==> src/rtl/xif_arb_pkg.sv <==
// Shared types and helpers for the coprocessor XIF arbiter.
package xif_arb_pkg;

    // Widest owner field needed for up to 8 coprocessors.
    localparam int unsigned OWNER_MAX_W = 3;

    // One scoreboard entry per instruction ID.
    typedef struct packed {
        logic                   valid;
        logic [OWNER_MAX_W-1:0] owner;
        logic                   wb;
    } sb_entry_t;

    // Bits needed to name one of num_coproc coprocessors (at least 1).
    function automatic int unsigned owner_width(input int unsigned num_coproc);
        return (num_coproc > 1) ? $clog2(num_coproc) : 1;
    endfunction

endpackage

==> src/rtl/xif_coproc_arbiter_rr.sv <==
// Round-robin arbiter: grants the first requester at or after the pointer,
// then moves the pointer to grant+1. Grants only while en is high.
module xif_rr_arbiter
    import xif_arb_pkg::*;
#(
    parameter int unsigned N = 2
) (
    input  logic                          clk_i,
    input  logic                          rst_ni,
    input  logic [N-1:0]                  req,
    input  logic                          en,
    output logic [N-1:0]                  gnt,
    output logic [owner_width(N)-1:0]     gnt_idx
);

    localparam int unsigned IDX_W = owner_width(N);
    localparam int          NI    = int'(N);

    logic [IDX_W-1:0] ptr_q;
    logic [IDX_W-1:0] ptr_d;
    logic [N-1:0]     gnt_raw;
    logic             found;
    int               idx;

    // Cyclic search for the first requester starting at the pointer.
    // NOTE: every variable gets a default at the top of the block so no path leaves it unassigned and no latch is inferred.
    always_comb begin
        gnt_raw = '0;
        gnt_idx = '0;
        found   = 1'b0;
        idx     = 0;
        for (int k = 0; k < NI; k++) begin
            idx = int'(ptr_q) + k;
            if (idx >= NI) begin
                idx = idx - NI;
            end
            if (!found && req[idx]) begin
                found        = 1'b1;
                gnt_raw[idx] = 1'b1;
                gnt_idx      = IDX_W'(idx);
            end
        end
    end

    assign gnt = en ? gnt_raw : '0;

    // Pointer moves past the winner only when a grant is actually issued.
    always_comb begin
        ptr_d = ptr_q;
        if (en && found) begin
            ptr_d = (gnt_idx == IDX_W'(N - 1)) ? '0 : gnt_idx + 1'b1;
        end
    end

    // Round-robin pointer register.
    // NOTE: sequential state uses non-blocking assignments so all registers update together at the edge.
    always_ff @(posedge clk_i or negedge rst_ni) begin
        if (!rst_ni) begin
            ptr_q <= '0;
        end else begin
            ptr_q <= ptr_d;
        end
    end

endmodule

==> src/rtl/xif_coproc_arbiter.sv <==
// Shares one CORE-V-XIF port between NUM_COPROC coprocessors: broadcasts
// issue/commit, tracks the owner of each instruction ID in a scoreboard and
// round-robins the result channels into one registered CPU result channel.
module xif_coproc_arbiter
    import xif_arb_pkg::*;
#(
    parameter int unsigned NUM_COPROC = 2,
    parameter int unsigned ID_W       = 4,
    parameter int unsigned DATA_W     = 32
) (
    input  logic                           clk_i,
    input  logic                           rst_ni,
    input  logic                           cpu_issue_valid_i,
    input  logic [ID_W-1:0]                cpu_issue_id_i,
    output logic                           cpu_issue_ready_o,
    output logic                           cpu_issue_accept_o,
    output logic                           cpu_issue_writeback_o,
    output logic [NUM_COPROC-1:0]          cp_issue_valid_o,
    input  logic [NUM_COPROC-1:0]          cp_issue_ready_i,
    input  logic [NUM_COPROC-1:0]          cp_issue_accept_i,
    input  logic [NUM_COPROC-1:0]          cp_issue_writeback_i,
    input  logic                           cpu_commit_valid_i,
    input  logic [ID_W-1:0]                cpu_commit_id_i,
    input  logic                           cpu_commit_kill_i,
    output logic [NUM_COPROC-1:0]          cp_commit_valid_o,
    input  logic [NUM_COPROC-1:0]          cp_result_valid_i,
    output logic [NUM_COPROC-1:0]          cp_result_ready_o,
    input  logic [NUM_COPROC*ID_W-1:0]     cp_result_id_i,
    input  logic [NUM_COPROC*DATA_W-1:0]   cp_result_data_i,
    input  logic [NUM_COPROC*5-1:0]        cp_result_rd_i,
    input  logic [NUM_COPROC-1:0]          cp_result_we_i,
    output logic                           cpu_result_valid_o,
    input  logic                           cpu_result_ready_i,
    output logic [ID_W-1:0]                cpu_result_id_o,
    output logic [DATA_W-1:0]              cpu_result_data_o,
    output logic [4:0]                     cpu_result_rd_o,
    output logic                           cpu_result_we_o,
    output logic                           busy_o,
    output logic                           error_o
);

    localparam int unsigned IDX_W = owner_width(NUM_COPROC);
    localparam int unsigned DEPTH = 2 ** ID_W;

    sb_entry_t sb_q [DEPTH];

    logic              blocked;
    logic [IDX_W-1:0]  winner;
    logic              multi_accept;
    logic              issue_hs;
    logic              issue_wr;
    logic              kill;

    logic              arb_en;
    logic [NUM_COPROC-1:0] gnt;
    logic [IDX_W-1:0]  gnt_idx;
    logic              res_hs;
    logic              res_ok;
    logic              res_good;
    logic              res_bad;
    logic [ID_W-1:0]   sel_id;
    logic [DATA_W-1:0] sel_data;
    logic [4:0]        sel_rd;
    logic              sel_we;

    logic              out_valid_q;
    logic [ID_W-1:0]   out_id_q;
    logic [DATA_W-1:0] out_data_q;
    logic [4:0]        out_rd_q;
    logic              out_we_q;
    logic              error_q;

    // ---------------- issue / commit (combinational) ----------------
    // An ID already in flight cannot be offered again until it retires.
    assign blocked            = sb_q[cpu_issue_id_i].valid;
    assign cp_issue_valid_o   = {NUM_COPROC{cpu_issue_valid_i & ~blocked}};
    assign cpu_issue_ready_o  = ~blocked & (&cp_issue_ready_i);
    assign cpu_issue_accept_o = |cp_issue_accept_i;
    assign multi_accept       = |(cp_issue_accept_i & (cp_issue_accept_i - 1'b1));

    // Lowest-index accepting coprocessor wins.
    always_comb begin
        winner = '0;
        for (int i = int'(NUM_COPROC) - 1; i >= 0; i--) begin
            if (cp_issue_accept_i[i]) begin
                winner = IDX_W'(i);
            end
        end
    end

    // Without any accept there is no winner, so no writeback is reported.
    assign cpu_issue_writeback_o = cpu_issue_accept_o & cp_issue_writeback_i[winner];
    assign issue_hs              = cpu_issue_valid_i & cpu_issue_ready_o;
    assign issue_wr              = issue_hs & cpu_issue_accept_o;

    assign cp_commit_valid_o = {NUM_COPROC{cpu_commit_valid_i}};
    assign kill              = cpu_commit_valid_i & cpu_commit_kill_i & sb_q[cpu_commit_id_i].valid;

    // ---------------- result channel ----------------
    // Grant only when the output register is empty or drains this cycle.
    assign arb_en = ~out_valid_q | cpu_result_ready_i;

    xif_rr_arbiter #(
        .N (NUM_COPROC)
    ) u_rr (
        .clk_i   (clk_i),
        .rst_ni  (rst_ni),
        .req     (cp_result_valid_i),
        .en      (arb_en),
        .gnt     (gnt),
        .gnt_idx (gnt_idx)
    );

    assign cp_result_ready_o = gnt;
    assign res_hs            = |gnt;

    // Payload of the granted coprocessor (gnt is one-hot).
    always_comb begin
        sel_id   = '0;
        sel_data = '0;
        sel_rd   = '0;
        sel_we   = 1'b0;
        for (int i = 0; i < int'(NUM_COPROC); i++) begin
            if (gnt[i]) begin
                sel_id   = cp_result_id_i[i*ID_W +: ID_W];
                sel_data = cp_result_data_i[i*DATA_W +: DATA_W];
                sel_rd   = cp_result_rd_i[i*5 +: 5];
                sel_we   = cp_result_we_i[i];
            end
        end
    end

    // A result is only legitimate from the recorded owner of a live ID.
    assign res_ok   = sb_q[sel_id].valid && (sb_q[sel_id].owner == OWNER_MAX_W'(gnt_idx));
    assign res_good = res_hs & res_ok;
    assign res_bad  = res_hs & ~res_ok;

    // Scoreboard: clears from kill and result, set from accepted issue.
    // Issued IDs are never valid, so the set never collides with a clear.
    // NOTE: the scoreboard is reset entry by entry because an in-flight ID must never survive a reset.
    always_ff @(posedge clk_i or negedge rst_ni) begin
        if (!rst_ni) begin
            for (int i = 0; i < int'(DEPTH); i++) begin
                sb_q[i] <= '0;
            end
        end else begin
            if (kill) begin
                sb_q[cpu_commit_id_i].valid <= 1'b0;
            end
            if (res_good) begin
                sb_q[sel_id].valid <= 1'b0;
            end
            if (issue_wr) begin
                sb_q[cpu_issue_id_i] <= '{valid: 1'b1,
                                          owner: OWNER_MAX_W'(winner),
                                          wb:    cpu_issue_writeback_o};
            end
        end
    end

    // Output register: load on a good capture, otherwise drain on ready.
    always_ff @(posedge clk_i or negedge rst_ni) begin
        if (!rst_ni) begin
            out_valid_q <= 1'b0;
            out_id_q    <= '0;
            out_data_q  <= '0;
            out_rd_q    <= '0;
            out_we_q    <= 1'b0;
        end else if (res_good) begin
            out_valid_q <= 1'b1;
            out_id_q    <= sel_id;
            out_data_q  <= sel_data;
            out_rd_q    <= sel_rd;
            out_we_q    <= sel_we;
        end else if (cpu_result_ready_i) begin
            out_valid_q <= 1'b0;
        end
    end

    // Sticky protocol error: multiple accepts or a stray result.
    always_ff @(posedge clk_i or negedge rst_ni) begin
        if (!rst_ni) begin
            error_q <= 1'b0;
        end else if ((issue_hs & multi_accept) | res_bad) begin
            error_q <= 1'b1;
        end
    end

    // Busy while any scoreboard entry is live.
    always_comb begin
        busy_o = 1'b0;
        for (int i = 0; i < int'(DEPTH); i++) begin
            busy_o = busy_o | sb_q[i].valid;
        end
    end

    assign cpu_result_valid_o = out_valid_q;
    assign cpu_result_id_o    = out_id_q;
    assign cpu_result_data_o  = out_data_q;
    assign cpu_result_rd_o    = out_rd_q;
    assign cpu_result_we_o    = out_we_q;
    assign error_o            = error_q;

endmodule

==> config.mk <==
export PLATFORM = sky130hd
export DESIGN_NAME = xif_coproc_arbiter
export DESIGN_NICKNAME = d
export VERILOG_FILES = /design/src/rtl/xif_arb_pkg.sv /design/src/rtl/xif_coproc_arbiter_rr.sv /design/src/rtl/xif_coproc_arbiter.sv
export SDC_FILE = /design/constraint.sdc
export NUM_CORES = 1
export LEC_CHECK = 0
export ABC_CLOCK_PERIOD_IN_PS = 2600
export CORE_ASPECT_RATIO = 1.2
export CORE_UTILIZATION = 30
export CTS_BUF_LIST = sky130_fd_sc_hd__clkbuf_2
export CTS_CLUSTER_SIZE = 40
export DETAILED_ROUTE_END_ITERATION = 6
export PLACE_DENSITY = 0.6
export SLEW_MARGIN = 20
export SYNTH_ARGS = -nofsm -noshare
export SYNTH_HDL_FRONTEND = slang
export SYNTH_SLANG_ARGS = --single-unit
==> constraint.sdc <==
create_clock -name clk_i -period 2.6 [get_ports clk_i]
set_input_delay 0.52 -clock clk_i [delete_from_list [all_inputs] [get_ports clk_i]]
set_output_delay 0.52 -clock clk_i [all_outputs]
set_load 0.02 [all_outputs]
* Word-level counts from Yosys, hierarchy flattened
Index checks and enable logic that the tools add are counted.
** Operators by class
- Add/sub/neg operators :: 5
- $mul :: 0
- Divide/modulo/power cells :: 0
- Order comparisons :: 13
- Equal/unequal tests :: 1
- Shifts and indexed selects :: 0
- Multiplexer cells :: 55
- Bitwise gates (word level) :: 35
- Reductions and logical operators :: 14
** Operators by type and width (count)
- $bwmux 80 :: 3
- $mux 80 :: 3
- $mux 32 :: 4
- $ge 32x1->1 const B :: 2
- $lt 32x3->1 const B :: 2
- $bmux 5 s4 :: 3
- $demux 5 s4 :: 3
- $mux 5 :: 11
- $ge 32x3->1 const B :: 1
- $sub 32x3->32 const B :: 1
- $mux 1 :: 21
- $or 1x1->1 :: 17
- $ge 5x5->1 const B :: 3
- $lt 5x1->1 const B :: 3
- $not 4->5 :: 3
- $and 1x1->1 :: 10
- $logic_and 1x1->1 :: 8
- $mux 4 :: 2
- $mux 2 :: 3
- $reduce_or 2->1 :: 3
- $eq 3x1->1 :: 1
- $not 1->1 :: 3
- $sub 1x2->3 const B :: 1
- $add 1x1->2 const B :: 1
- other kinds (10) :: 11
** Storage, ports and cells
- Bits in registers :: 125
- Bits in latches :: 0
- RAM bits :: 0
- ROM bits :: 0
- Input bits :: 106
- Output and inout bits :: 54
- Memories :: 0

* Logic depth before layout (Yosys ltp)
- Depth after elaboration :: 22
- Depth in mapped cells :: 14
- Mapped depth without buffers :: 10

* Hierarchy
A second synthesis with hierarchy kept.
** Unflattened totals
- Cell total of the unflattened synthesis :: 492
- Area, all modules :: 4556.9 µm²
** Modules (own cells, without submodules)
- xif_coproc_arbiter :: instances 1, cells an instance 484, area each 4493.1 µm², sequential area each 1901.8 µm²
- xif_rr_arbiter :: instances 1, cells an instance 8, area each 63.8 µm², sequential area each 25.0 µm²

* Least setup slack after synthesis
OpenSTA, ideal clock, no wires.
- Path type :: input to register
- Start point :: input port cpu_issue_id_i[0]
- End point :: register sb_q[21] (netlist name)
- Library setup time :: 125 ps
- Data arrival time :: 2874 ps
- Setup slack :: -399 ps
- Cell stages on the path :: 9
- Path through :: buf_6 -> mux4_2 -> mux4_2 -> nor2_2 -> nand2_2 -> nor3b_4 -> and2b_1 -> nand3_2 -> mux2_4
** Between the ends
- Longest elaborated chain between the ends :: 9
** RTL lines
- start: declaration :: RTL line xif_coproc_arbiter.sv:14 : input logic [ID_W-1:0] cpu_issue_id_i,
- $not 4->5 (implied by the code) :: RTL line xif_coproc_arbiter.sv:75 : assign blocked = sb_q[cpu_issue_id_i].valid;
- $bmux 5 s4 :: RTL line xif_coproc_arbiter.sv:75
- $mux 5 (implied by the code) (2 in series) :: RTL line xif_coproc_arbiter.sv:75
- $not 1->1 :: RTL line xif_coproc_arbiter.sv:77 : assign cpu_issue_ready_o = ~blocked & (&cp_issue_ready_i);
- $and 1x1->1 :: RTL line xif_coproc_arbiter.sv:77
- net cpu_issue_ready_o :: RTL line xif_coproc_arbiter.sv:15 : output logic cpu_issue_ready_o,
- $and 1x1->1 :: RTL line xif_coproc_arbiter.sv:93 : assign issue_hs = cpu_issue_valid_i & cpu_issue_ready_o;
- $and 1x1->1 :: RTL line xif_coproc_arbiter.sv:94 : assign issue_wr = issue_hs & cpu_issue_accept_o;
- $mux 80 :: RTL line xif_coproc_arbiter.sv:153 : if (issue_wr) begin
- end signal: indexed assignment :: RTL line xif_coproc_arbiter.sv:154 : sb_q[cpu_issue_id_i] <= '{valid: 1'b1,
- end: declaration :: RTL line xif_coproc_arbiter.sv:45 : sb_entry_t sb_q [DEPTH];
The timed path passes the listed nets, and every way through them passes these cells. The select of a mux whose other input is x is not followed.
A chain may end at the register's enable or synchronous reset.

* Worst setup path after layout
- Start point :: register u_rr.ptr_q
- End point :: register sb_q[54] (netlist name)
** Between the ends
- Longest elaborated chain between the ends :: 22
** RTL lines
- start: declaration :: RTL line xif_coproc_arbiter_rr.sv:19 : logic [IDX_W-1:0] ptr_q;
- start signal: assignment :: RTL line xif_coproc_arbiter_rr.sv:61 : ptr_q <= ptr_d;
- $add 1x1->2 (tied with other cells) :: RTL line xif_coproc_arbiter_rr.sv:33 : idx = int'(ptr_q) + k;
- $sub 32x3->32 (tied with other cells) :: RTL line xif_coproc_arbiter_rr.sv:35 : idx = idx - NI;
- $mux 32 (tied with other cells) :: RTL line xif_coproc_arbiter_rr.sv:34 : if (idx >= NI) begin
- $ge 32x1->1 (implied by the code) (tied with other cells) :: RTL line xif_coproc_arbiter_rr.sv:39 : gnt_raw[idx] = 1'b1;
- $logic_and 1x1->1 (implied by the code) (tied with other cells) :: RTL line xif_coproc_arbiter_rr.sv:39
- $mux 1 (implied by the code) (tied with other cells) :: RTL line xif_coproc_arbiter_rr.sv:39
- $demux 1 s1 (tied with other cells)
- $or 2x2->2 (no source line) or $logic_and 1x1->1 (tied branches)
- [... 5 more ...]
- $bmux 5 s4 :: RTL line xif_coproc_arbiter.sv:134 : assign res_ok = sb_q[sel_id].valid && (sb_q[sel_id].owner == OWNER_MAX_W'(gnt_idx));
- $mux 5 (implied by the code) (2 in series) :: RTL line xif_coproc_arbiter.sv:134
- $eq 3x1->1 :: RTL line xif_coproc_arbiter.sv:134
- $logic_and 1x1->1 :: RTL line xif_coproc_arbiter.sv:134
- $and 1x1->1 :: RTL line xif_coproc_arbiter.sv:135 : assign res_good = res_hs & res_ok;
- $mux 80 * :: RTL line xif_coproc_arbiter.sv:150 : if (res_good) begin
- $bwmux 80 :: RTL line xif_coproc_arbiter.sv:154
- $mux 80 * :: RTL line xif_coproc_arbiter.sv:153
Mark *: on every way between the ends. The rest lies on a longest branch, timed or not. The select of a mux whose other input is x is not followed.

==> run_results.csv <==
group,metric,value,unit
logic_synthesis,synth_area_per_cell,10.5,µm²
routing,vias_per_cell,5.33,
floorplan,fp.coreArea,0.0144,mm²
worst_setup_path,path_delay_family,"simple AND/OR/NAND/NOR gates",
logic_synthesis,synthXorXnorAreaFrac,0.00198,
timing,fin_tns_setup,-15.19,ns
logic_synthesis,synth-edff-count,0,
worst_setup_path,cp-end-kind,"flip-flop",
placed_design,place_area,0.00698,mm²
cells_and_area,multiInputGateArea,0.00285,mm²
routing,drtPass1Iterations,5,
floorplan,die-width,113,µm
floorplan,die_area,0.0153,mm²
global_route,grt_pass1_vias,4561,
clocking,cts_buffers,9,
floorplan,fp-row-count,48,
cells_and_area,finalInstanceArea,0.00796,mm²
cells_and_area,regArea,0.00193,mm²
logic_synthesis,async_flop_share,1.00,
timing,period_share,1.12,
placed_design,hpwlAfterDp,11.9,mm
timing,slew_headroom,0.705,
clocking,h-tree-depth,3,
timing,tightest_slew,0.443,ns
status,violations,"negative setup slack",
hold_path,hp-class,"input port to asynchronous set/reset pin",
clocking,clk_path_buf_depth,2,
cells_and_area,num-nets-final,792,
clocking,cts_tree,"done",
global_route,grt_antenna_before_repair,1,
global_route,track_usage,0.207,
timing,drv_slew,0,
logic_synthesis,synth_area,0.00443,mm²
pwr,leakage,3.31,nW
global_route,grt_pass1_wl,24.3,mm
clocking,cts_root_buffer,"clkbuf_2",
clocking,clock_sinks,77,
worst_setup_path,critPathArrivalTime,3.32,ns
routing,wl_per_cell,18.8,µm
logic_synthesis,syn-num-nets,529,
cells_and_area,fill_cells,1242,
logic_synthesis,synth_cells,423,
clocking,path_clk_slew,0.24,ns
logic_synthesis,ys_warn_count,0,
logic_synthesis,synth-seq-area-share,0.435,
worst_setup_path,crit_top_cell,"buf_4",
logic_synthesis,synth_top_family_by_area,"compound AO/OA/AOI/OAI gates",
pwr,peakVddDrop,0.460,mV
cells_and_area,final_common_cell,"clkdlybuf4s50_1",
placed_design,io_buffers,159,
routing,dr.first_iter.drc_count,256,
timing,setup_viol,79,
worst_setup_path,worstPathMaxFanout,7,
logic_synthesis,synth_compound_area_frac,0.257,
worst_setup_path,cp_cell_sequence,"and2_4, or3_4, inv_4, buf_4, a22o_4, nand2_1, and3_1, a311oi_1, or4_4, nand2_8, buf_4, o31a_1",
routing,vias,4618,
worst_setup_path,critical_path_required,3.01,ns
run,drv_cap,0,
worst_setup_path,slowest_delay,0.46,ns
worst_setup_path,crit_buf_inv,3,
timing,hold_violations,0,
cells_and_area,drive_above_1_share,0.387,
worst_setup_path,crit_slowest_cell,"dfrtp_1",
global_route,grt_max_degree,47,
global_route,grt-ovfl-total,0,
timing,period_needed,2.92,ns
timing,setup_slack,-0.318,ns
cells_and_area,final_cell_mix,"clkdlybuf4s50_1, buf_4, dfrtp_1, a22oi_1, o2bb2ai_2",
logic_synthesis,synthDistinctLibCells,56,
timing,max_freq,343,MHz
logic_synthesis,synth_fa_ha_area_frac,0,
routing,drt-total-wl,16.3,mm
timing,fin_skew,0.0416,ns
status,status,"finished with violations",
logic_synthesis,yosys.area_share.simple,0.153,
routing,drc,0,
routing,ant_nets,0,
logic_synthesis,muxShareOfSynthArea,0.107,
cells_and_area,area_growth,79.6,%
pwr,p_per_area,903,mW/mm²
logic_synthesis,ys.flop_type,"dfrtp_1",
clocking,clk_latency,0.53,ns
placed_design,place_congestion,1.02,
floorplan,pin_count,160,
floorplan,start_util,0.307,
worst_setup_path,crit_path_start_kind,"flip-flop",
timing,rsz0062_at_grt,"yes",
logic_synthesis,synth-seq-cells,77,
floorplan,die_h,135,µm
worst_setup_path,path_class,"flip-flop to flip-flop",
-- repair_timing --
action	CTS	global route
pin swaps	21	15
endpoints found under the hold margin	31	0
resized for setup	90	51
setup buffers	13	10
gates cloned	8	2
setup endpoints to repair	83	81
hold buffers	1	0
-- cells in the mapped netlist (all sizes together), types with 2 or more instances --
library cell  instances  area share
and2                  2      0.0034
mux4                 10       0.051
nand4b                3      0.0059
or3                   3      0.0054
a21oi                 3      0.0034
and3                  7      0.0099
mux2i                 3      0.0068
nor2b                 4      0.0056
a22o                  4      0.0079
o22a                  2      0.0040
inv                   7      0.0059
mux2                 19       0.049
nor4                  5      0.0071
nand3                18       0.021
o21ai                28       0.032
nand2b                5      0.0071
nand2                41       0.036
dfrtp                77        0.43
buf                  21       0.031
nor3                  2      0.0048
a311oi                4      0.0079
and2b                 2      0.0034
clkbuf               12       0.010
nand4                 6      0.0085
o2bb2ai              38       0.075
a21boi                2      0.0034
a31oi                 3      0.0042
a32oi                 2      0.0040
a22oi                53        0.10
nor2                 26       0.023
-- stage by stage --
stage,power (W),utilization,hold WS (ns),setup slack (ns),cells
final,0.00719,0.552,0.419,-0.318,866
after global routing,0.00755,0.552,0.373,-0.402,866
after CTS,0.00689,0.534,0.388,-0.295,859
after detailed placement,0.00545,0.484,0.473,-0.977,823
after global placement,0.00541,0.484,0.473,-0.938,823
after floorplan,0.00384,-,0.224,-0.269,423
-- routing by layer --
layer	track usage	share of wire	vias up
met5	0	0	-
met4	0.0746	0.028	0
met3	0.0282	0.046	33
met2	0.366	0.51	172
met1	0.259	0.42	2245
li1	-	-	2168
-- final timing paths --
check                                       from                     to  slack, ns  cells after the start
max                                   u_rr.ptr_q               sb_q[54]      -0.32                     12
min                                       rst_ni  cpu_result_data_o[10]       0.42                      2
max reg2reg                           u_rr.ptr_q               sb_q[54]      -0.32                     12
min reg2reg                cpu_result_data_o[31]  cpu_result_data_o[31]       0.51                      1
max in group asynchronous                 rst_ni     cpu_result_rd_o[0]       1.52                      3
min in group clk_i         cpu_result_data_o[31]  cpu_result_data_o[31]       0.51                      1
-- sequential cells by signal (all words and copies together) (netlist names) --
| signal | cells |
|---|---|
| cpu_result_valid_o | 1 |
| sb_q | 32 |
| cpu_result_rd_o | 5 |
| cpu_result_id_o | 4 |
| error_o | 1 |
| cpu_result_data_o | 32 |
| u_rr.ptr_q | 1 |
| cpu_result_we_o | 1 |
-- cells by family (layout without fill, tap and decap cells) --
logic type | after synthesis | in the layout
AOI/OAI and AO/OA | 144 | 144
xor gates and xnor gates | 1 | 1
buffers and inverters | 40 | 306
DFF | 77 | 77
muxes | 32 | 32
other | 0 | 1
and+or+nand+nor | 129 | 130
-- layout make-up --
cell class,instances,share of cell area
diodes,1,0.000314
clock buffers,9,0.00566
clock inverters,6,0.0112
inverters,7,0.00409
multi-input cells,307,0.357
flip-flops and latches,77,0.242
well taps,175,0.0275
repair buffers,284,0.352
-- where the power goes --
part	internal [W]	switching, W
sequential	0.00161	0.000310
clock	0.000312	0.000424
combinational	0.00241	0.00212
total	0.00434	0.00285
(Power assumes the default switching activity.)
